**src/rtl/player_ctrl_if.sv**
```systemverilog
// player_ctrl_if: codec-driver side of the playback controller.
// Carries the track index, volume word, play status, mode, error pulse
// and the load request/acknowledge handshake.
`timescale 1ns/1ps
interface player_ctrl_if #(
   parameter int SONG_W = 3,
   parameter int VOL_W  = 8
);
   logic [SONG_W-1:0]  o_song_select;
   logic [2*VOL_W-1:0] o_vol;
   logic               o_pause;
   logic               o_stopped;
   logic               o_load_req;
   logic [1:0]         o_mode;
   logic               o_err;
   logic               i_load_ack;

   // Controller side: drives status and the request, receives the acknowledge.
   modport master (
      output o_song_select, o_vol, o_pause, o_stopped, o_load_req, o_mode, o_err,
      input  i_load_ack
   );

   // Codec driver side.
   modport slave (
      input  o_song_select, o_vol, o_pause, o_stopped, o_load_req, o_mode, o_err,
      output i_load_ack
   );
endinterface

```
**src/rtl/player_ctrl.sv**
```systemverilog
// player_ctrl: turns single-cycle command pulses into the registered track
// index, codec volume word and play/pause/stop state, and runs the load
// request/acknowledge handshake towards the codec driver with a timeout.
// Optional shuffle play mode (LFSR track pick) is compiled in when the
// macro PLAYER_SHUFFLE_EN is defined; without it the mode cycles 0->1->2->0.
`timescale 1ns/1ps
module player_ctrl #(
   parameter int               SONG_NUM    = 8,
   parameter int               SONG_W      = 3,
   parameter int               VOL_W       = 8,
   parameter logic [VOL_W-1:0] VOL_INIT    = 8'h20,
   parameter logic [VOL_W-1:0] VOL_STEP    = 8'h10,
   parameter logic [VOL_W-1:0] VOL_ATT_MAX = 8'hFE,
   parameter int               ACK_TIMEOUT = 50000
) (
   input  logic          clk,
   input  logic          rst_n,
   input  logic          i_next,
   input  logic          i_pre,
   input  logic          i_vol_plus,
   input  logic          i_vol_dec,
   input  logic          i_pause_toggle,
   input  logic          i_mode_cycle,
   input  logic          i_finish,
   player_ctrl_if.master bus
);

   localparam int CNT_W = (ACK_TIMEOUT > 2) ? $clog2(ACK_TIMEOUT) : 1;
   localparam logic [CNT_W-1:0]  CNT_LAST = CNT_W'(ACK_TIMEOUT - 1);
   localparam logic [SONG_W-1:0] IDX_LAST = SONG_W'(SONG_NUM - 1);

   localparam logic [1:0] MODE_SEQ  = 2'd0;
   localparam logic [1:0] MODE_RALL = 2'd1;
   localparam logic [1:0] MODE_RONE = 2'd2;
   localparam logic [1:0] MODE_SHUF = 2'd3;

   typedef enum logic [1:0] {
      STOPPED = 2'd0,
      PLAY    = 2'd1,
      PAUSED  = 2'd2,
      LOAD    = 2'd3
   } state_t;

   state_t            state_reg,   state_next;
   logic [SONG_W-1:0] song_reg,    song_next;
   logic [VOL_W-1:0]  att_reg,     att_next;
   logic [1:0]        mode_reg,    mode_next;
   logic [CNT_W-1:0]  cnt_reg,     cnt_next;
   logic              err_reg,     err_next;
   logic              pause_reg,   pause_next;
   logic              stopped_reg, stopped_next;
   logic              req_reg,     req_next;

   logic              nav_next, nav_pre;
   logic [SONG_W-1:0] idx_inc, idx_dec, idx_fwd;
   logic              shuffle_on;
   logic [SONG_W-1:0] shuf_idx;
   logic [VOL_W:0]    att_sub, att_add;

   // next and pre in the same cycle cancel each other out
   assign nav_next = i_next & ~i_pre;
   assign nav_pre  = i_pre  & ~i_next;

   assign idx_inc = (song_reg == IDX_LAST) ? '0 : song_reg + 1'b1;
   assign idx_dec = (song_reg == '0) ? IDX_LAST : song_reg - 1'b1;

`ifdef PLAYER_SHUFFLE_EN
   localparam logic [SONG_W:0] NUM_EXT = (SONG_W+1)'(SONG_NUM);

   logic [15:0]       lfsr_reg;
   logic [15:0]       lfsr_next;
   logic [SONG_W-1:0] shuf_raw;

   // Free-running 16-bit maximal LFSR (taps 16,14,13,11)
   always_ff @(posedge clk or negedge rst_n) begin
      if (!rst_n) lfsr_reg <= 16'hACE1;
      else        lfsr_reg <= lfsr_next;
   end

   // Random pick folded into range; never repeat the current track
   always_comb begin
      lfsr_next = {lfsr_reg[14:0], lfsr_reg[15] ^ lfsr_reg[13] ^ lfsr_reg[12] ^ lfsr_reg[10]};
      shuf_raw  = SONG_W'({1'b0, lfsr_reg[SONG_W-1:0]} % NUM_EXT);
      shuf_idx  = (shuf_raw == song_reg) ? idx_inc : shuf_raw;
   end

   assign shuffle_on = (mode_reg == MODE_SHUF);
`else
   assign shuffle_on = 1'b0;
   assign shuf_idx   = idx_inc;
`endif

   // Forward step used by next (and by finish while shuffling)
   assign idx_fwd = shuffle_on ? shuf_idx : idx_inc;

   // Volume arithmetic one bit wider so borrow/overflow is visible
   always_comb begin
      att_sub  = {1'b0, att_reg} - {1'b0, VOL_STEP};
      att_add  = {1'b0, att_reg} + {1'b0, VOL_STEP};
      att_next = att_reg;
      if (i_vol_plus && !i_vol_dec) begin
         att_next = att_sub[VOL_W] ? '0 : att_sub[VOL_W-1:0];
      end else if (i_vol_dec && !i_vol_plus) begin
         att_next = (att_add > {1'b0, VOL_ATT_MAX}) ? VOL_ATT_MAX : att_add[VOL_W-1:0];
      end
   end

   // Play-mode rotation; shuffle is only reachable when compiled in
   always_comb begin
      mode_next = mode_reg;
      if (i_mode_cycle) begin
`ifdef PLAYER_SHUFFLE_EN
         mode_next = mode_reg + 2'd1;
`else
         mode_next = (mode_reg == MODE_RONE) ? MODE_SEQ : mode_reg + 2'd1;
`endif
      end
   end

   // Playback FSM next-state, track index and load timeout
   always_comb begin
      state_next = state_reg;
      song_next  = song_reg;
      cnt_next   = '0;
      err_next   = 1'b0;
      case (state_reg)
         STOPPED: begin
            if (nav_next) begin
               song_next  = idx_fwd;
               state_next = LOAD;
            end else if (nav_pre) begin
               song_next  = idx_dec;
               state_next = LOAD;
            end else if (i_pause_toggle) begin
               song_next  = '0;
               state_next = LOAD;
            end
         end
         PLAY: begin
            if (nav_next) begin
               song_next  = idx_fwd;
               state_next = LOAD;
            end else if (nav_pre) begin
               song_next  = idx_dec;
               state_next = LOAD;
            end else if (i_pause_toggle) begin
               state_next = PAUSED;
            end else if (i_finish) begin
               case (mode_reg)
                  MODE_SEQ: begin
                     if (song_reg == IDX_LAST) begin
                        state_next = STOPPED;
                     end else begin
                        song_next  = idx_inc;
                        state_next = LOAD;
                     end
                  end
                  MODE_RALL: begin
                     song_next  = idx_inc;
                     state_next = LOAD;
                  end
                  MODE_RONE: begin
                     state_next = LOAD;
                  end
                  default: begin
                     song_next  = shuf_idx;
                     state_next = LOAD;
                  end
               endcase
            end
         end
         PAUSED: begin
            if (nav_next) begin
               song_next  = idx_fwd;
               state_next = LOAD;
            end else if (nav_pre) begin
               song_next  = idx_dec;
               state_next = LOAD;
            end else if (i_pause_toggle) begin
               state_next = PLAY;
            end
         end
         LOAD: begin
            // Track commands are dropped while the driver is loading
            if (bus.i_load_ack) begin
               state_next = PLAY;
            end else if (cnt_reg == CNT_LAST) begin
               state_next = PLAY;
               err_next   = 1'b1;
            end else begin
               cnt_next = cnt_reg + 1'b1;
            end
         end
         default: state_next = STOPPED;
      endcase
   end

   // Status flags registered from the next state so they line up with it
   always_comb begin
      pause_next   = (state_next == STOPPED) || (state_next == PAUSED);
      stopped_next = (state_next == STOPPED);
      req_next     = (state_next == LOAD);
   end

   // State and output registers
   always_ff @(posedge clk or negedge rst_n) begin
      if (!rst_n) begin
         state_reg   <= STOPPED;
         song_reg    <= '0;
         att_reg     <= VOL_INIT;
         mode_reg    <= MODE_SEQ;
         cnt_reg     <= '0;
         err_reg     <= 1'b0;
         pause_reg   <= 1'b1;
         stopped_reg <= 1'b1;
         req_reg     <= 1'b0;
      end else begin
         state_reg   <= state_next;
         song_reg    <= song_next;
         att_reg     <= att_next;
         mode_reg    <= mode_next;
         cnt_reg     <= cnt_next;
         err_reg     <= err_next;
         pause_reg   <= pause_next;
         stopped_reg <= stopped_next;
         req_reg     <= req_next;
      end
   end

   // Same attenuation on both codec channels
   for (genvar gi = 0; gi < 2; gi++) begin : g_chan
      assign bus.o_vol[gi*VOL_W +: VOL_W] = att_reg;
   end

   assign bus.o_song_select = song_reg;
   assign bus.o_pause       = pause_reg;
   assign bus.o_stopped     = stopped_reg;
   assign bus.o_load_req    = req_reg;
   assign bus.o_mode        = mode_reg;
   assign bus.o_err         = err_reg;

endmodule
```
**src/flat_wrapper.sv**
```systemverilog
// flat-port wrapper written by rule: the top's interface ports become plain ports
module player_ctrl_flat 
#(
   parameter int               SONG_NUM    = 8,
   parameter int               SONG_W      = 3,
   parameter int               VOL_W       = 8,
   parameter logic [VOL_W-1:0] VOL_INIT    = 8'h20,
   parameter logic [VOL_W-1:0] VOL_STEP    = 8'h10,
   parameter logic [VOL_W-1:0] VOL_ATT_MAX = 8'hFE,
   parameter int               ACK_TIMEOUT = 50000
)
  (clk, rst_n, i_next, i_pre, i_vol_plus, i_vol_dec, i_pause_toggle, i_mode_cycle, i_finish, bus_o_song_select, bus_o_vol, bus_o_pause, bus_o_stopped, bus_o_load_req, bus_o_mode, bus_o_err, bus_i_load_ack);
  player_ctrl_if #(.SONG_W(SONG_W), .VOL_W(VOL_W)) bus_i ();
  input  logic clk;
  input  logic rst_n;
  input  logic i_next;
  input  logic i_pre;
  input  logic i_vol_plus;
  input  logic i_vol_dec;
  input  logic i_pause_toggle;
  input  logic i_mode_cycle;
  input  logic i_finish;
  output wire logic [$bits(bus_i.o_song_select)-1:0] bus_o_song_select;
  output wire logic [$bits(bus_i.o_vol)-1:0] bus_o_vol;
  output wire logic [$bits(bus_i.o_pause)-1:0] bus_o_pause;
  output wire logic [$bits(bus_i.o_stopped)-1:0] bus_o_stopped;
  output wire logic [$bits(bus_i.o_load_req)-1:0] bus_o_load_req;
  output wire logic [$bits(bus_i.o_mode)-1:0] bus_o_mode;
  output wire logic [$bits(bus_i.o_err)-1:0] bus_o_err;
  input wire logic [$bits(bus_i.i_load_ack)-1:0] bus_i_load_ack;
  assign bus_o_song_select = bus_i.o_song_select;
  assign bus_o_vol = bus_i.o_vol;
  assign bus_o_pause = bus_i.o_pause;
  assign bus_o_stopped = bus_i.o_stopped;
  assign bus_o_load_req = bus_i.o_load_req;
  assign bus_o_mode = bus_i.o_mode;
  assign bus_o_err = bus_i.o_err;
  assign bus_i.i_load_ack = bus_i_load_ack;
  player_ctrl #(.SONG_NUM(SONG_NUM), .SONG_W(SONG_W), .VOL_W(VOL_W), .VOL_INIT(VOL_INIT), .VOL_STEP(VOL_STEP), .VOL_ATT_MAX(VOL_ATT_MAX), .ACK_TIMEOUT(ACK_TIMEOUT)) u_core (.clk(clk), .rst_n(rst_n), .i_next(i_next), .i_pre(i_pre), .i_vol_plus(i_vol_plus), .i_vol_dec(i_vol_dec), .i_pause_toggle(i_pause_toggle), .i_mode_cycle(i_mode_cycle), .i_finish(i_finish), .bus(bus_i));
endmodule
```
**config.mk**
```make
export PLATFORM = sky130hd
export DESIGN_NAME = player_ctrl_flat
export DESIGN_NICKNAME = d
export VERILOG_FILES = /design/src/rtl/player_ctrl_if.sv /design/src/rtl/player_ctrl.sv /design/src/flat_wrapper.sv
export SDC_FILE = /design/constraint.sdc
export NUM_CORES = 1
export LEC_CHECK = 0
export ABC_AREA = 1
export BUFFER_PORTS_ARGS = -buffer_cell sky130_fd_sc_hd__buf_2
export CORE_ASPECT_RATIO = 1.75
export CORE_MARGIN = 1
export CORE_UTILIZATION = 35
export DETAILED_ROUTE_END_ITERATION = 10
export GPL_TIMING_DRIVEN = 0
export PLACE_DENSITY_LB_ADDON = 0.05
export SYNTH_ARGS = -nofsm -noshare
export SYNTH_HDL_FRONTEND = slang
export SYNTH_SLANG_ARGS = --single-unit
```
**constraint.sdc**
```tcl
create_clock -name clk -period 3.2 [get_ports clk]
set_input_delay 0.48 -clock clk [delete_from_list [all_inputs] [get_ports clk]]
set_output_delay 0.48 -clock clk [all_outputs]
set_load 0.1 [all_outputs]
```
# After elaboration in Yosys (flattened, before gate mapping)
# Index checks and enable logic that the tools add are counted.
# totals
out_inout_bits,25
ff_bits,35
elab_cells,86
# op_classes
n_bitwise,4
addsub,6
reduce_logical,12
order_cmp,1
eq_ne,14
muxes,40
# ops
cell,count
two-way mux 16 bit,3
two-way mux 3 bit,12
two-way mux 8 bit,4
two-way mux 2 bit,15
"adder 16 x 1 -> 16 bit, second input constant",1
"== test 16 bit, second input constant",1
"!= test 4 x 2 -> 1 bit, second input constant",4
"== test 2 bit, second input constant",5
"adder 8 x 5 -> 9 bit, second input constant",1
"> comparator 9 x 8 -> 1 bit, second input constant",1
one-hot mux 3 bit (3 select lines),1
"subtractor 8 x 5 -> 9 bit, second input constant",1
one-hot mux 2 bit (4 select lines),1
AND reduction 7 bit,1
zero test 2 bit,3
one-hot mux 3 bit (2 select lines),1
"!= test 5 x 3 -> 1 bit, second input constant",1
"adder 3 x 1 -> 3 bit, second input constant",1
"== test 3 bit, second input constant",1
zero test 3 bit,1
two-way mux 1 bit,3
"!= test 3 x 1 -> 1 bit, second input constant",1
nonzero test 3 bit,1
"subtractor 3 x 1 -> 3 bit, second input constant",1
other kinds (8),12

# Longest topological paths before layout
# Gate-level depths: netlist of run 1.
# depth
word_depth,10
ltp_mapped,11

# Worst setup path before layout of run 1
# No wires, ideal clock.
# synth_path
kind,register to register
startpoint,register u_core.att_reg[4]
endpoint,register u_core.att_reg[4]
path_stages_with_launch,11
synth_period_minus_slack_ns,2.205
arrival_ns,2.091
setup_ns,0.114
setup_slack_ns,0.995
path_buffers,0
path_cell_list,dfrtp_1 > inv_1 > ha_1 > nand2_1 > nor3_1 > nand2_1 > nand2_1 > nand2_1 > nand3_1 > nand2_1 > inv_1
# synth_via
elab_chain_len,5
elab_cells_between_ends,7
# synth_rtl
element,line_no,rtl
"start, declared",player_ctrl.sv:46,"logic [VOL_W-1:0] att_reg, att_next;"
"start signal, assigned",player_ctrl.sv:220,att_reg <= att_next;
adder 8 x 5 -> 9 bit,player_ctrl.sv:99,"att_add = {1'b0, att_reg} + {1'b0, VOL_STEP};"
> comparator 9 x 8 -> 1 bit,player_ctrl.sv:104,"att_next = (att_add > {1'b0, VOL_ATT_MAX}) ? VOL_ATT_MAX : att_add[VOL_W-1:0];"
two-way mux 8 bit,player_ctrl.sv:104,
two-way mux 8 bit,player_ctrl.sv:103,end else if (i_vol_dec && !i_vol_plus) begin
two-way mux 8 bit *,player_ctrl.sv:101,if (i_vol_plus && !i_vol_dec) begin
# Every way passes the cells marked *; elsewhere a longest branch is shown, timed or not. The select of a mux whose other input is x is not followed.
# A chain may end at the register's enable or synchronous reset.

# Worst setup path after layout of run 1
# layout_path
startpoint,register u_core.att_reg[5]
endpoint,output port bus_o_vol[13]
# layout_lines
element,line_no,rtl
"end, declared",flat_wrapper.sv:24,output wire logic [$bits(bus_i.o_vol)-1:0] bus_o_vol;
# No word-level cell between the ends.

==> flow_metrics.env, run 1 <==
export IMPL_worstPathMaxFanout=7
export IMPL_cts_hold_buf=0
export IMPL_worstMarginPinSlew_ps=731
export IMPL_final_cells=423
export IMPL_vias_per_cell=4.57
export IMPL_drt_total_wl_um=4860
export IMPL_design_area_mm2=0.00266
export IMPL_rows=38
export IMPL_start_util_pct=36.4
export IMPL_drive_gt1_share_pct=26.2
export IMPL_core_area_mm2=0.00623
export IMPL_gp_congestion=0.810
export IMPL_grt_pass1_vias=1829
export IMPL_min_period_over_period_pct=59.1
export IMPL_portBuffers=32
export IMPL_cts_repair_resize_count=0
export IMPL_finClkSkew_ps=4.61
export IMPL_synth_seq_cells=32
export IMPL_drt_iter0_markers=70
export IMPL_chipWidth_um=62.8
export IMPL_track_usage_pct=15.3
export IMPL_worstPathArrival_ps=1410
export IMPL_setup_tns_ps=0
export IMPL_ioPinCount=35
export IMPL_final_setup_viol_count=0
export IMPL_min_period_ps=1890
export IMPL_synth_distinct_cells=33
export IMPL_vias=1933
export IMPL_timing_fmax_ghz=0.529
export IMPL_hold_path_class="input pin to async pin"
export IMPL_slew_violations=0
export IMPL_status="finished, final reports clean"
export IMPL_syn_to_final_growth_pct=17.2
export IMPL_synthMostInstantiatedCell="nand2_1"
export IMPL_setup_slack_ps=1310
export IMPL_seq_area_frac_synth_pct=35.5
export IMPL_final_hold_viol_count=0
export IMPL_synth_ff_type="dfrtp_1"
export IMPL_yosys_top_cells_count="nand2_1 (58), inv_1 (46), nor2_1 (41)"
export IMPL_root_buffer="clkbuf_8"
export IMPL_drc=0
export IMPL_synth_area_mm2=0.00227
export IMPL_globalRouteOverflowTotal=0
export IMPL_n_antenna_cell=0
export IMPL_yosysTopAreaCellShare_pct=32.0
export IMPL_cts_setup_buffers=0
export IMPL_grt_max_degree=33
export IMPL_path_clk_slew_ps=70
export IMPL_grt_pass1_wl_um=8140
export IMPL_cts_buffers=5
export IMPL_yosys_area_top_type="dfrtp_1"
export IMPL_synth_area_leaders="dfrtp_1 (32%), nand2_1 (9.6%), ha_1 (8.8%)"
export IMPL_end_kind="output pin"
export IMPL_clk_latency_ps=280
export IMPL_critPathLaunchType="flip-flop"
export IMPL_cts_num_sinks=32
export IMPL_die_h_um=108
export IMPL_syn_area_per_cell_um2=7.51
export IMPL_die_area_mm2=0.00682
export IMPL_async_flop_share_pct=100
export IMPL_drv_cap=0
export IMPL_largest_register_ff_count=16
export IMPL_hpwl_um=3830
export IMPL_dp_cells=415
export IMPL_slew_headroom_pct=51.3
export IMPL_cts_max_path_buffers=2
export IMPL_pre_cts_slack_ps=1490
export IMPL_crit_required_ps=2720
export IMPL_ctsHtreeMaxLevel=2
export IMPL_synth_edff_count=0
export IMPL_critPathKind="flip-flop to output pin"
export IMPL_rsz0062_at_grt="false"
export IMPL_post_drt_wl_per_cell_um=11.5
export IMPL_cts_tree="done"
export IMPL_reg2reg_depth=8
export IMPL_drt_pass1_iter_count=4
export IMPL_placed_area_mm2=0.00253
export IMPL_netlist_instances=302
export IMPL_yosysWarnings=0
export IMPL_ant_nets=0
export IMPL_antenna_found_initial=0
export IMPL_nNetsFinal=368
-- critical path, cell delays in order (launching register included) --
cell,delay [ps]
dfstp_2,600
buf_4,120
buf_2,410
-- cell usage in the layout, fill, tap and decap left out --
cell,n
clkbuf_8,7
inv_2,6
xnor2_1,3
buf_4,11
o21ai_0,16
dfrtp_1,29
a21oi_2,3
a21oi_1,6
o21a_1,1
nor2_2,6
o21bai_1,1
nand2_2,8
nor2_1,41
dfstp_2,3
nor2_4,1
a31oi_1,2
a21o_1,1
nand2_1,58
xor2_1,4
inv_1,46
nor3_4,2
nand3_2,3
o21ai_1,2
o21ai_2,2
nor3b_1,1
nor3_1,6
nand4_1,2
ha_1,16
a22oi_1,2
buf_6,1
conb_1,2
nand3_1,14
buf_2,32
nand2_4,1
bufinv_16,1
nor3_2,3
-- cell families after synthesis --
kind of cell             count (synthesis)  synth area share [%]
AO/OA/AOI/OAI                           36                  9.44
XOR/XNOR                                 7                  2.70
adder cells (fa/ha/maj)                 16                  8.83
buffers and inverters                   64                  12.7
flip-flops                              32                  35.5
other                                    1                 0.165
AND/OR/NAND/NOR                        146                  30.6
-- worst paths after layout --
check                                                    from                                      end  slack (ps)
worst max-delay path            u_core.att_reg[5]$_DFFE_PN1P_                            bus_o_vol[13]        1310
worst min-delay path                                    rst_n              u_core.cnt_reg[4]$_DFF_PN0_         250
worst max register to register  u_core.att_reg[5]$_DFFE_PN1P_            u_core.att_reg[6]$_DFFE_PN0P_        1510
worst min register to register    u_core.cnt_reg[0]$_DFF_PN0_              u_core.cnt_reg[0]$_DFF_PN0_         510
max in group asynchronous                               rst_n  u_core.bus.o_song_select[2]$_DFFE_PN0P_        2480
min in group clk                               bus_i_load_ack               u_core.bus.o_err$_DFF_PN0_         380
-- metal layers --
layer  global-route usage (%)  wire length, um
met3                     2.32              129
met1                     15.9             1880
met5                        0                0
met2                     29.4             2710
met4                     7.31              143
-- stage by stage --
| stage | hold WS, ps | utilization [%] |
|---|---|---|
| floorplan | 184 | - |
| global placement | 495 | 40.6 |
| detailed placement | 502 | 40.6 |
| CTS | 284 | 42.7 |
| global route | 317 | 42.7 |
| finish | 255 | 42.7 |
-- final cells by class --
class	instances	area, um2
Buffer	12	93.8
Multi-Input combinational cell	207	1180
Inverter	52	195
Clock inverter	1	30.0
Timing Repair Buffer	32	160
Tap cell	80	100
Clock buffer	7	96.3
Fill cell	666	3570
Sequential cell	32	805
Power of run 1 is left out: the tool's default activity adds up to more than one toggle a clock period on the data nets, which glitch-free logic cannot reach.
==> run 2: changes to the inputs <==
clock period = 1.95 ns   (was 3.2 ns; I/O delays follow)
==> run 2 against run 1 <==
Core utilization down 0.18 points. Die area unchanged. Non-clock buffer count is the same. Critical path type unchanged. Highest routed layer unchanged.
==> flow_metrics.env, run 2 (synthesis results as in run 1) <==
export IMPL_status="finished, final reports clean"
export IMPL_die_area_mm2=0.00682
export IMPL_antenna_found_initial=0
export IMPL_finClkSkew_ps=6.40
export IMPL_ioPinCount=35
export IMPL_worstMarginPinSlew_ps=728
export IMPL_worstPathArrival_ps=1410
export IMPL_vias_per_cell=4.51
export IMPL_grt_max_degree=33
export IMPL_portBuffers=32
export IMPL_startpoint="u_core.att_reg[5]$_DFFE_PN1P_"
export IMPL_grt_pass1_vias=1774
export IMPL_most_common_layout_cells="nand2_1 (58), inv_1 (46), nor2_1 (41)"
export IMPL_syn_to_final_growth_pct=16.7
export IMPL_slew_violations=0
export IMPL_ant_nets=0
export IMPL_min_period_over_period_pct=87.3
export IMPL_grt_pass1_wl_um=8040
export IMPL_drive_gt1_share_pct=27.1
export IMPL_setup_tns_ps=0
export IMPL_min_period_ps=1700
export IMPL_fillers=661
export IMPL_hold_path_class="input pin to async pin"
export IMPL_drc=0
export IMPL_ctsHtreeMaxLevel=2
export IMPL_end_kind="output pin"
export IMPL_rsz0062_at_grt="false"
export IMPL_path_clk_slew_ps=70
export IMPL_n_antenna_cell=0
export IMPL_die_h_um=108
export IMPL_nNetsFinal=368
export IMPL_final_common_cell="nand2_1"
export IMPL_reg2reg_from="u_core.state_reg[1]$_DFF_PN0_"
export IMPL_globalRouteOverflowTotal=0
export IMPL_cts_buffers=5
export IMPL_drt_iter0_markers=59
export IMPL_cts_hold_buf=0
export IMPL_cts_tree="done"
export IMPL_critPathLaunchType="flip-flop"
export IMPL_setup_slack_ps=247
export IMPL_track_usage_pct=15.4
export IMPL_hpwl_um=3900
export IMPL_multi_input_area_mm2=0.00118
export IMPL_cts_repair_resize_count=0
export IMPL_cts_max_path_buffers=2
export IMPL_start_util_pct=36.4
export IMPL_core_area_mm2=0.00623
export IMPL_root_buffer="clkbuf_8"
export IMPL_final_setup_viol_count=0
export IMPL_slew_headroom_pct=51.4
export IMPL_reg2reg_depth=10
export IMPL_gp_congestion=0.818
export IMPL_clk_latency_ps=280
export IMPL_critPathKind="flip-flop to output pin"
export IMPL_drt_pass1_iter_count=4
export IMPL_whs_ps=60.3
export IMPL_cts_setup_buffers=0
export IMPL_cts_num_sinks=32
export IMPL_drv_cap=0
export IMPL_timing_fmax_ghz=0.587
export IMPL_final_hold_viol_count=0
export IMPL_register_area_um2=808
export IMPL_largest_register_ff_count=16
export IMPL_pre_cts_slack_ps=262
export IMPL_rows=38
export IMPL_crit_required_ps=1660
export IMPL_vias=1906
export IMPL_post_drt_wl_per_cell_um=11.5
export IMPL_chipWidth_um=62.8
export IMPL_drt_total_wl_um=4870
export IMPL_worstPathMaxFanout=7
[run 2: metal layers]
layer  GRT usage [%]  routed length (um)  vias up
met2            30.0                2790       19
met5               0                   0        -
met3            2.53                  83        8
li1                -                   -     1005
met1            15.8                1890      874
met4            6.81                 109        0
[run 2: final cells by class]
type,count,area share (%)
well taps,80,3.78
flip-flops and latches,32,30.5
multi-input cells,207,44.5
repair buffers,32,6.05
inverters,52,7.38
clock buffers,5,2.60
plain buffers,12,3.55
clock inverters,3,1.61
[run 2: through the flow]
stage / utilization [%] / cells / cell area (um2)
2_1_floorplan: - / 303 / 2270
3_3_place_gp: 40.7 / 415 / 2530
3_5_place_dp: 40.7 / 415 / 2530
4_1_cts: 42.5 / 423 / 2650
5_1_grt: 42.5 / 423 / 2650
6_report: 42.5 / 423 / 2650
[run 2: final timing paths]
path,endpoint,slack [ps]
setup / recovery,bus_o_vol[13],250
hold / removal,u_core.cnt_reg[3]$_DFF_PN0_,60
setup reg to reg,u_core.bus.o_load_req$_DFF_PN0_,270
hold reg to reg,u_core.cnt_reg[0]$_DFF_PN0_,500
max in group asynchronous,u_core.bus.o_song_select[1]$_DFFE_PN0P_,1380
min in group clk,u_core.bus.o_err$_DFF_PN0_,190
[run 2: worst max-delay path, stage by stage, from the launching register on]
cell	delay (ps)
dfstp_2	600
buf_4	120
buf_2	410
Power of run 2 is left out for the same reason.
==> run 3: changes to the inputs <==
RECOVER_POWER = 100   (was not set)
==> run 3 against run 2 <==
Hold slack got worse by 1.6 ps. Critical path type unchanged. Non-clock buffer count is the same. Flip-flop and latch count unchanged. Critical endpoint unchanged. Sequential share of layout area grew 0.42 points.
==> flow_metrics.env, run 3 (synthesis results as in run 1) <==
export IMPL_vias_per_cell=4.52
export IMPL_final_common_cell="nand2_1"
export IMPL_cts_hold_buf=0
export IMPL_ctsHtreeMaxLevel=2
export IMPL_post_drt_wl_per_cell_um=11.5
export IMPL_clk_latency_ps=290
export IMPL_final_setup_viol_count=0
export IMPL_crit_required_ps=1660
export IMPL_largest_register_ff_count=16
export IMPL_cts_repair_resize_count=0
export IMPL_rsz0062_at_grt="false"
export IMPL_vias=1914
export IMPL_root_buffer="clkbuf_8"
export IMPL_gp_congestion=0.818
export IMPL_slew_violations=0
export IMPL_n_antenna_cell=0
export IMPL_dp_cells=415
export IMPL_drt_iter0_markers=70
export IMPL_drv_cap=0
export IMPL_hold_path_class="input pin to async pin"
export IMPL_worstPathArrival_ps=1450
export IMPL_drt_total_wl_um=4890
export IMPL_chipWidth_um=62.8
export IMPL_setup_tns_ps=0
export IMPL_cts_num_sinks=32
export IMPL_grt_pass1_vias=1774
export IMPL_status="finished, final reports clean"
export IMPL_ant_nets=0
export IMPL_worstMarginPinSlew_ps=735
export IMPL_timing_fmax_ghz=0.575
export IMPL_drt_pass1_iter_count=4
export IMPL_cts_buffers=5
export IMPL_drc=0
export IMPL_rows=38
export IMPL_worstPathMaxFanout=7
export IMPL_hpwl_um=3900
export IMPL_track_usage_pct=15.4
export IMPL_critPathLaunchType="flip-flop"
export IMPL_path_clk_slew_ps=70
export IMPL_cts_setup_buffers=0
export IMPL_grt_max_degree=33
export IMPL_grt_pass1_wl_um=8040
export IMPL_die_h_um=108
export IMPL_nNetsFinal=368
export IMPL_min_period_over_period_pct=89.2
export IMPL_drive_gt1_share_pct=23.6
export IMPL_core_area_mm2=0.00623
export IMPL_finClkSkew_ps=7.57
export IMPL_min_period_ps=1740
export IMPL_end_kind="output pin"
export IMPL_cts_tree="done"
export IMPL_final_hold_viol_count=0
export IMPL_slew_headroom_pct=51.0
export IMPL_globalRouteOverflowTotal=0
export IMPL_start_util_pct=36.4
export IMPL_ioPinCount=35
export IMPL_die_area_mm2=0.00682
export IMPL_portBuffers=32
export IMPL_fillers=670
export IMPL_whs_ps=58.7
export IMPL_most_common_layout_cells="nand2_1 (61), inv_1 (49), nor2_1 (42)"
export IMPL_syn_to_final_growth_pct=15.0
export IMPL_cts_max_path_buffers=2
export IMPL_antenna_found_initial=0
export IMPL_final_cells=423
export IMPL_critPathKind="flip-flop to output pin"
run 3: cell type report:
cell class	instances	area, um2	share of cell area [%]
inverters	52	195	7.49
plain buffers	12	87.6	3.36
flip-flops and latches	32	807	31.0
repair buffers	32	160	6.14
multi-input cells	207	1140	43.9
clock buffers	5	68.8	2.64
well taps	80	100	3.84
clock inverters	3	42.5	1.63
run 3: worst paths after layout:
kind | endpoint | slack [ps] | from | cells after the start
setup / recovery | bus_o_vol[13] | 210 | u_core.att_reg[5]$_DFFE_PN1P_ | 2
hold / removal | u_core.cnt_reg[3]$_DFF_PN0_ | 60 | rst_n | 1
max in group asynchronous | u_core.bus.o_song_select[1]$_DFFE_PN0P_ | 1370 | rst_n | 1
min in group clk | u_core.bus.o_err$_DFF_PN0_ | 190 | bus_i_load_ack | 2
hold reg to reg | u_core.cnt_reg[0]$_DFF_PN0_ | 510 | u_core.cnt_reg[0]$_DFF_PN0_ | 1
setup reg to reg | u_core.cnt_reg[9]$_DFF_PN0_ | 260 | u_core.cnt_reg[0]$_DFF_PN0_ | 8
run 3: metrics by stage:
stage                     setup slack (ps)  cell area, um2  util [%]
final                                  211            2610      41.8
after floorplan                       3.08            2270         -
after CTS                              229            2650      42.5
after detailed placement               262            2530      40.7
after global placement                 268            2530      40.7
after global routing                  99.2            2610      41.8
run 3: worst max-delay path: stages, from the launching register on:
cell	delay, ps
dfstp_2	600
buf_4	120
clkbuf_2	440
run 3: routing by layer:
metal	GRT usage (%)	vias to the layer above	part of all wire, %
li1	-	1005	-
met1	15.8	880	39
met2	30.0	21	57
met3	2.53	8	2.1
met4	6.81	0	2.3
met5	0	-	0
Power of run 3 is left out for the same reason.
